[src/rtl/seq_cu_pkg.sv]
// Shared types, opcodes and instruction field offsets for the sequencing control unit.
// Field layout, MSB down: dst (RSW) | src (RSW) | op (3) | alu_sel (ALU_SEL_W) | mode (1) | ignored.
package seq_cu_pkg;

  typedef enum logic [2:0] {
    IDLE  = 3'd0,
    FETCH = 3'd1,
    T1    = 3'd2,
    T2    = 3'd3,
    T3    = 3'd4
  } state_t;

  typedef enum logic [1:0] {
    CLS_MV  = 2'd0,
    CLS_MVI = 2'd1,
    CLS_ALU = 2'd2,
    CLS_ILL = 2'd3
  } op_class_t;

  localparam logic [2:0] OP_MV  = 3'b000;
  localparam logic [2:0] OP_MVI = 3'b001;
  localparam logic [2:0] OP_ALU = 3'b010;

  localparam int unsigned OP_W = 3;

  function automatic int unsigned dst_lsb(input int unsigned inst_w, input int unsigned rsw);
    return inst_w - rsw;
  endfunction

  function automatic int unsigned src_lsb(input int unsigned inst_w, input int unsigned rsw);
    return inst_w - 2 * rsw;
  endfunction

  function automatic int unsigned op_lsb(input int unsigned inst_w, input int unsigned rsw);
    return inst_w - 2 * rsw - OP_W;
  endfunction

  function automatic int unsigned alu_lsb(input int unsigned inst_w, input int unsigned rsw,
                                          input int unsigned alu_w);
    return op_lsb(inst_w, rsw) - alu_w;
  endfunction

  function automatic int unsigned mode_bit(input int unsigned inst_w, input int unsigned rsw,
                                           input int unsigned alu_w);
    return alu_lsb(inst_w, rsw, alu_w) - 1;
  endfunction

  // Bits actually occupied by the decoded fields.
  function automatic int unsigned fields_w(input int unsigned rsw, input int unsigned alu_w);
    return 2 * rsw + OP_W + alu_w + 1;
  endfunction

endpackage

[src/rtl/seq_cu_decoder.sv]
// Combinational instruction decoder: splits reg_inst into fields, classifies the
// opcode and flags instructions that must be rejected.
// Ports: inst (raw instruction) -> op_class, dst, src, alu_sel, mode, illegal.
module seq_cu_decoder
  import seq_cu_pkg::*;
#(
  parameter int unsigned NUM_REGS  = 8,
  parameter int unsigned RSW       = 3,
  parameter int unsigned INST_W    = 16,
  parameter int unsigned ALU_SEL_W = 4
) (
  input  logic [INST_W-1:0]    inst,
  output op_class_t            op_class,
  output logic [RSW-1:0]       dst,
  output logic [RSW-1:0]       src,
  output logic [ALU_SEL_W-1:0] alu_sel,
  output logic                 mode,
  output logic                 illegal
);

  localparam int unsigned DST_LSB  = dst_lsb(INST_W, RSW);
  localparam int unsigned SRC_LSB  = src_lsb(INST_W, RSW);
  localparam int unsigned OP_LSB   = op_lsb(INST_W, RSW);
  localparam int unsigned ALU_LSB  = alu_lsb(INST_W, RSW, ALU_SEL_W);
  localparam int unsigned MODE_BIT = mode_bit(INST_W, RSW, ALU_SEL_W);
  localparam int unsigned RW       = RSW + 1;

  logic [OP_W-1:0] op;
  logic            dst_ok;
  logic            src_ok;

  assign dst     = inst[DST_LSB +: RSW];
  assign src     = inst[SRC_LSB +: RSW];
  assign op      = inst[OP_LSB +: OP_W];
  assign alu_sel = inst[ALU_LSB +: ALU_SEL_W];
  assign mode    = inst[MODE_BIT];

  // One extra bit so the compare stays meaningful when NUM_REGS == 2**RSW.
  assign dst_ok = {1'b0, dst} < RW'(NUM_REGS);
  assign src_ok = {1'b0, src} < RW'(NUM_REGS);

  // Opcode classification.
  always_comb begin
    op_class = CLS_ILL;
    case (op)
      OP_MV:   op_class = CLS_MV;
      OP_MVI:  op_class = CLS_MVI;
      OP_ALU:  op_class = CLS_ALU;
      default: op_class = CLS_ILL;
    endcase
  end

  // MVI has no source register, so its src field is not range checked.
  assign illegal = (op_class == CLS_ILL) || !dst_ok ||
                   (((op_class == CLS_MV) || (op_class == CLS_ALU)) && !src_ok);

  // Bits below the mode field carry no meaning.
  if (MODE_BIT > 0) begin : g_spare
    logic unused_spare;
    assign unused_spare = ^inst[MODE_BIT-1:0];
  end

endmodule

[src/rtl/seq_control_unit.sv]
// Multi-cycle control FSM for the register-file datapath with run/done handshake.
// Ports: clk, rst_n, run, reg_inst in; en_i/en_s/en_c enables, mux_select, sel_din,
// sel_g, alu_select, alu_mode, one-hot reg_en, done/illegal pulses, busy and the
// retired-instruction counter inst_count out. Control outputs are decoded
// combinationally from state and reg_inst; only state and inst_count are flops.
module seq_control_unit
  import seq_cu_pkg::*;
#(
  parameter int unsigned NUM_REGS  = 8,
  parameter int unsigned RSW       = 3,
  parameter int unsigned INST_W    = 16,
  parameter int unsigned ALU_SEL_W = 4,
  parameter int unsigned CNT_W     = 16
) (
  input  logic                 clk,
  input  logic                 rst_n,
  input  logic                 run,
  input  logic [INST_W-1:0]    reg_inst,
  output logic                 en_i,
  output logic                 en_s,
  output logic                 en_c,
  output logic [RSW-1:0]       mux_select,
  output logic                 sel_din,
  output logic                 sel_g,
  output logic [ALU_SEL_W-1:0] alu_select,
  output logic                 alu_mode,
  output logic [NUM_REGS-1:0]  reg_en,
  output logic                 done,
  output logic                 illegal,
  output logic                 busy,
  output logic [CNT_W-1:0]     inst_count
);

  if ((NUM_REGS < 2) || (NUM_REGS > (1 << RSW))) begin : g_bad_num_regs
    $error("seq_control_unit: NUM_REGS must lie in 2..2**RSW");
  end
  // The decoded fields must fit inside the instruction word.
  if (fields_w(RSW, ALU_SEL_W) > INST_W) begin : g_bad_inst_w
    $error("seq_control_unit: instruction fields do not fit in INST_W");
  end

  state_t                state, next_state;
  op_class_t             op_class;
  logic [RSW-1:0]        dst, src;
  logic [ALU_SEL_W-1:0]  dec_alu_sel;
  logic                  dec_mode;
  logic                  dec_illegal;
  logic [NUM_REGS-1:0]   dst_onehot;

  seq_cu_decoder #(
    .NUM_REGS  (NUM_REGS),
    .RSW       (RSW),
    .INST_W    (INST_W),
    .ALU_SEL_W (ALU_SEL_W)
  ) u_decoder (
    .inst     (reg_inst),
    .op_class (op_class),
    .dst      (dst),
    .src      (src),
    .alu_sel  (dec_alu_sel),
    .mode     (dec_mode),
    .illegal  (dec_illegal)
  );

  // dst is range-checked before this is ever used as a write enable.
  assign dst_onehot = NUM_REGS'(1) << dst;

  // State register.
  always_ff @(posedge clk or negedge rst_n) begin
    if (!rst_n) state <= IDLE;
    else        state <= next_state;
  end

  // Next-state and control decode.
  always_comb begin
    next_state = state;
    en_i       = 1'b0;
    en_s       = 1'b0;
    en_c       = 1'b0;
    mux_select = '0;
    sel_din    = 1'b0;
    sel_g      = 1'b0;
    alu_select = '0;
    alu_mode   = 1'b0;
    reg_en     = '0;
    done       = 1'b0;
    illegal    = 1'b0;

    case (state)
      IDLE: begin
        if (run) next_state = FETCH;
      end
      FETCH: begin
        en_i       = 1'b1;
        next_state = T1;
      end
      T1: begin
        if (dec_illegal) begin
          done    = 1'b1;
          illegal = 1'b1;
        end else begin
          case (op_class)
            CLS_MV: begin
              mux_select = src;
              reg_en     = dst_onehot;
              done       = 1'b1;
            end
            CLS_MVI: begin
              sel_din = 1'b1;
              reg_en  = dst_onehot;
              done    = 1'b1;
            end
            CLS_ALU: begin
              en_s       = 1'b1;
              mux_select = dst;
              next_state = T2;
            end
            default: begin
              done    = 1'b1;
              illegal = 1'b1;
            end
          endcase
        end
      end
      T2: begin
        en_c       = 1'b1;
        mux_select = src;
        alu_select = dec_alu_sel;
        alu_mode   = dec_mode;
        next_state = T3;
      end
      T3: begin
        sel_g  = 1'b1;
        reg_en = dst_onehot;
        done   = 1'b1;
      end
      default: next_state = IDLE;
    endcase

    // run is sampled at instruction end to chain straight into the next fetch.
    if (done) next_state = run ? FETCH : IDLE;
  end

  assign busy = (state != IDLE);

  // Retired legal instruction counter, wraps naturally.
  always_ff @(posedge clk or negedge rst_n) begin
    if (!rst_n)                inst_count <= '0;
    else if (done && !illegal) inst_count <= inst_count + CNT_W'(1);
  end

endmodule

[config.mk]
export PLATFORM = sky130hd
export DESIGN_NAME = seq_control_unit
export DESIGN_NICKNAME = d
export VERILOG_FILES = /design/src/rtl/seq_cu_pkg.sv /design/src/rtl/seq_cu_decoder.sv /design/src/rtl/seq_control_unit.sv
export SDC_FILE = /design/constraint.sdc
export NUM_CORES = 1
export LEC_CHECK = 0
export CELL_PAD_IN_SITES_DETAIL_PLACEMENT = 1
export CELL_PAD_IN_SITES_GLOBAL_PLACEMENT = 1
export CORE_MARGIN = 2
export CORE_UTILIZATION = 25
export CTS_CLUSTER_DIAMETER = 60
export DETAILED_ROUTE_END_ITERATION = 8
export HOLD_SLACK_MARGIN = 0.1
export PLACE_DENSITY_LB_ADDON = 0.25
export SLEW_MARGIN = 20
export SYNTH_ARGS = -nofsm -noshare
export SYNTH_HDL_FRONTEND = slang
export SYNTH_SLANG_ARGS = --single-unit
[constraint.sdc]
create_clock -name clk -period 1.9 [get_ports clk]
set_input_delay 0.38 -clock clk [delete_from_list [all_inputs] [get_ports clk]]
set_output_delay 0.38 -clock clk [all_outputs]
set_load 0.02 [all_outputs]
==> run summary <==
Run status: complete, but fails checks
Violations in the final reports: negative setup slack
I/O pins: 59
Antenna violations before repair: 0
Flops & latches, synth: 19
Routed vias/inst: 4.854
F_max: 0.4380 GHz
Final Core Density: 56.61%
Number of antenna repair diodes: 0
Via count of the first global-routing pass: 1388
Per-instance average area after synthesis: 9.630 um^2
Final antenna-violating net count: 0
Max-cap viol count: 0
Die extent in y: 69.68 um
Pin count of the biggest net entering global routing: 20
Post-placement setup slack: -1.184 ns
Reg clk slew, reported paths: 0.07 ns
Detailed-route via count: 1267
Post-route minimum period: 2.283 ns
Number of cells on the worst reg-to-reg path: 7
Maximum net fanout on the critical path: 5
Cts hold-fix bufs: 0
Ratio of cells with drive above 1 in the final layout: 49.76%
Global routing usage on met3: 2.907%
Total wire length after detailed routing: 4405 um
Worst EP required: 1.52 ns
Relative max-transition margin: 83.55%
Die boundary width: 69.68 um
Final routed DRC violation total: 0
Area growth, synth to finish: 114.5%
Number of buffers added on ports: 56
Total area of multi-input combinational cells: 813.3 um^2
Leak: 0.9822 nW
Cell count after synthesis: 112
RSZ-0062 raised after global routing: yes
Max H-tree Level: 1
Peak VDD IR: 0.3845 mV
Worst min path class: input pin to async pin
Cts bufs inserted: 3
Count of routing violations after the opening detailed-route iteration: 27
Area of the mapped netlist: 1079 um^2
Total count of max-transition violations in the final report: 0
CTS Sinks: 19
Total Die Area: 4855 um^2
Average wire per standard cell: 16.88 um
Total GRT Usage: 17.50%
Startpoint class of the critical path: flip-flop
Met2 demand-to-capacity share in global routing: 31.09%
Portion of the post-synthesis area used by sequential elements: 44.08%
Placer's final routability congestion estimate: 0.7806
Worst clock skew on the final layout: 0.0009491 ns
Register Area: 476.7 um^2
CTS tree: built
Number of buffers on the longest clock path: 2
Setup slack after layout: -0.3832 ns
Number of fill cells: 431
Synthesized Nets: 132
P per Cell Area: 678.7 nW/um^2
GRT Max-Usage Layer: met2
Placeable Area: 4086 um^2
Synth warnings: 0
Starting density of the core: 26.39%
Data arrival, critical path: 1.90 ns
Slew of the pin with the lowest slew margin: 0.2468 ns
TritonRoute pass-1 iters: 4
Placed wire-length estimate after detailed placement: 2948 um
Clock Latency Late Sink: 0.25 ns
Setup CP Type: flip-flop to output pin
Wire length of the first global-routing pass: 7038 um
Crit. End Element: output pin
Final period util: 120.2%
Final count of hold timing violations: 0
Number of rows in the core area: 23
Total congestion overflow: 0
# setup viols final: 29
Buffer type at the clock tree root: sky130_fd_sc_hd__clkbuf_8
Met1 Resource Use GR: 22.84%
Netlist cell types: 30
Final #Nets: 232
cell type report:
type | instances | share of cell area (%)
multi-input combinational | 89 | 35.15
tap | 50 | 2.704
sequential | 19 | 20.61
clock buffer | 3 | 1.785
clock inverter | 1 | 0.2163
timing repair buffer | 97 | 39.21
inverter | 2 | 0.3245
registers in the layout (all words and copies together), names as in the netlist:
register / count
state: 3
inst_count: 16
what timing repair did:
action | CTS | global route
resized for setup | 158 | 28
setup buffers | 12 | 9
setup endpoints to repair | 37 | 32
pin swaps | 17 | 12
final timing paths:
| kind | startpoint | to | slack [ns] |
|---|---|---|---|
| setup / recovery | state[2] | reg_en[2] | -0.38 |
| hold / removal | rst_n | inst_count[3] | 0.46 |
| setup reg to reg | state[2] | inst_count[10] | -0.18 |
| hold reg to reg | inst_count[15] | inst_count[15] | 0.48 |
| max in group asynchronous | rst_n | state[0] | 1.22 |
| min in group clk | inst_count[15] | inst_count[15] | 0.48 |
report_power, final:
group / internal (W) / total [W] / switching (W)
Combinational: 0.000365 / 0.000716 / 0.000351
Sequential: 0.000470 / 0.000579 / 0.000109
Clock: 0.000145 / 0.000275 / 0.000130
kinds of logic after synthesis:
group	Yosys count	synth area share [%]
AOI/OAI and AO/OA	14	10.91
xor gates and xnor gates	15	12.18
adders and majority gates	1	1.160
buffers and inverters	4	1.508
DFF	19	44.08
and+or+nand+nor	59	30.16
through the flow:
| step | hold slack (ns) | TNS (ns) | instances | power (W) | area (um^2) |
|---|---|---|---|---|---|
| after global placement | 0.4632 | -19.91 | 238 | 0.001151 | 1961 |
| after detailed placement | 0.4643 | -22.24 | 238 | 0.001173 | 1961 |
| final | 0.4574 | -6.568 | 261 | 0.001570 | 2313 |
| after CTS | 0.4664 | -5.195 | 254 | 0.001518 | 2190 |
| after floorplan | 0.08441 | -0.7724 | 112 | 0.0008379 | 1187 |
| after global routing | 0.4726 | -8.312 | 261 | 0.001676 | 2313 |
worst max-delay path, cell delays in order, from the launching register on:
cell and delay [ns]:
sky130_fd_sc_hd__dfrtp_1 0.40, sky130_fd_sc_hd__or4b_4 0.56, sky130_fd_sc_hd__a21o_4 0.28, sky130_fd_sc_hd__nor4b_4 0.23, sky130_fd_sc_hd__buf_4 0.18
per-layer routing:
layer / routed length, um / vias to the layer above
met2: 2373 / 37
li1: - / 598
met5: 0 / -
met3: 180 / 0
met1: 1852 / 632
met4: 0 / 0
cell usage in the layout (no fill, tap or decap), drive strengths merged, types with 2 or more instances in the layout:
cell type	n
buf	64
clkbuf	4
a22o	3
clkdlybuf4s50	29
and4	2
nand2	11
inv	2
nor4b	2
nor2	12
xor2	8
and2	5
or3	2
clkdlybuf4s15	2
nor3b	4
xnor2	7
nand4	4
nand3	5
nor3	5
a21oi	6
dfrtp	19
nand2b	2
synth_stat cells:
master | number | area, um^2
sky130_fd_sc_hd__nor4b_1 | 2 | 17.52
sky130_fd_sc_hd__o21a_1 | 1 | 7.510
sky130_fd_sc_hd__and2_1 | 5 | 31.28
sky130_fd_sc_hd__ha_1 | 1 | 12.51
sky130_fd_sc_hd__nor3_1 | 5 | 25.02
sky130_fd_sc_hd__dfrtp_1 | 19 | 475.5
sky130_fd_sc_hd__nand4b_1 | 1 | 8.760
sky130_fd_sc_hd__and3_1 | 1 | 6.260
sky130_fd_sc_hd__clkbuf_1 | 1 | 3.750
sky130_fd_sc_hd__or2b_1 | 1 | 7.510
sky130_fd_sc_hd__a21oi_1 | 6 | 30.03
sky130_fd_sc_hd__nand3_1 | 5 | 25.02
sky130_fd_sc_hd__inv_1 | 2 | 7.510
sky130_fd_sc_hd__a211oi_1 | 1 | 7.510
sky130_fd_sc_hd__nor2_1 | 12 | 45.04
sky130_fd_sc_hd__and4_1 | 2 | 17.52
sky130_fd_sc_hd__a2111o_1 | 1 | 11.26
sky130_fd_sc_hd__nand2_1 | 11 | 41.29
sky130_fd_sc_hd__a21o_1 | 1 | 7.510
sky130_fd_sc_hd__a22o_1 | 3 | 26.28
sky130_fd_sc_hd__a2111oi_4 | 1 | 27.53
sky130_fd_sc_hd__nand2b_1 | 2 | 12.51
sky130_fd_sc_hd__xor2_1 | 8 | 70.07
sky130_fd_sc_hd__or3_1 | 2 | 12.51
sky130_fd_sc_hd__nand4_1 | 4 | 25.02
sky130_fd_sc_hd__or4b_4 | 1 | 13.76
sky130_fd_sc_hd__xnor2_1 | 7 | 61.31
sky130_fd_sc_hd__nor3b_1 | 4 | 30.03
sky130_fd_sc_hd__buf_2 | 1 | 5.000
sky130_fd_sc_hd__nor4_1 | 1 | 6.260
No activity file was read; power rests on OpenSTA's default activity.
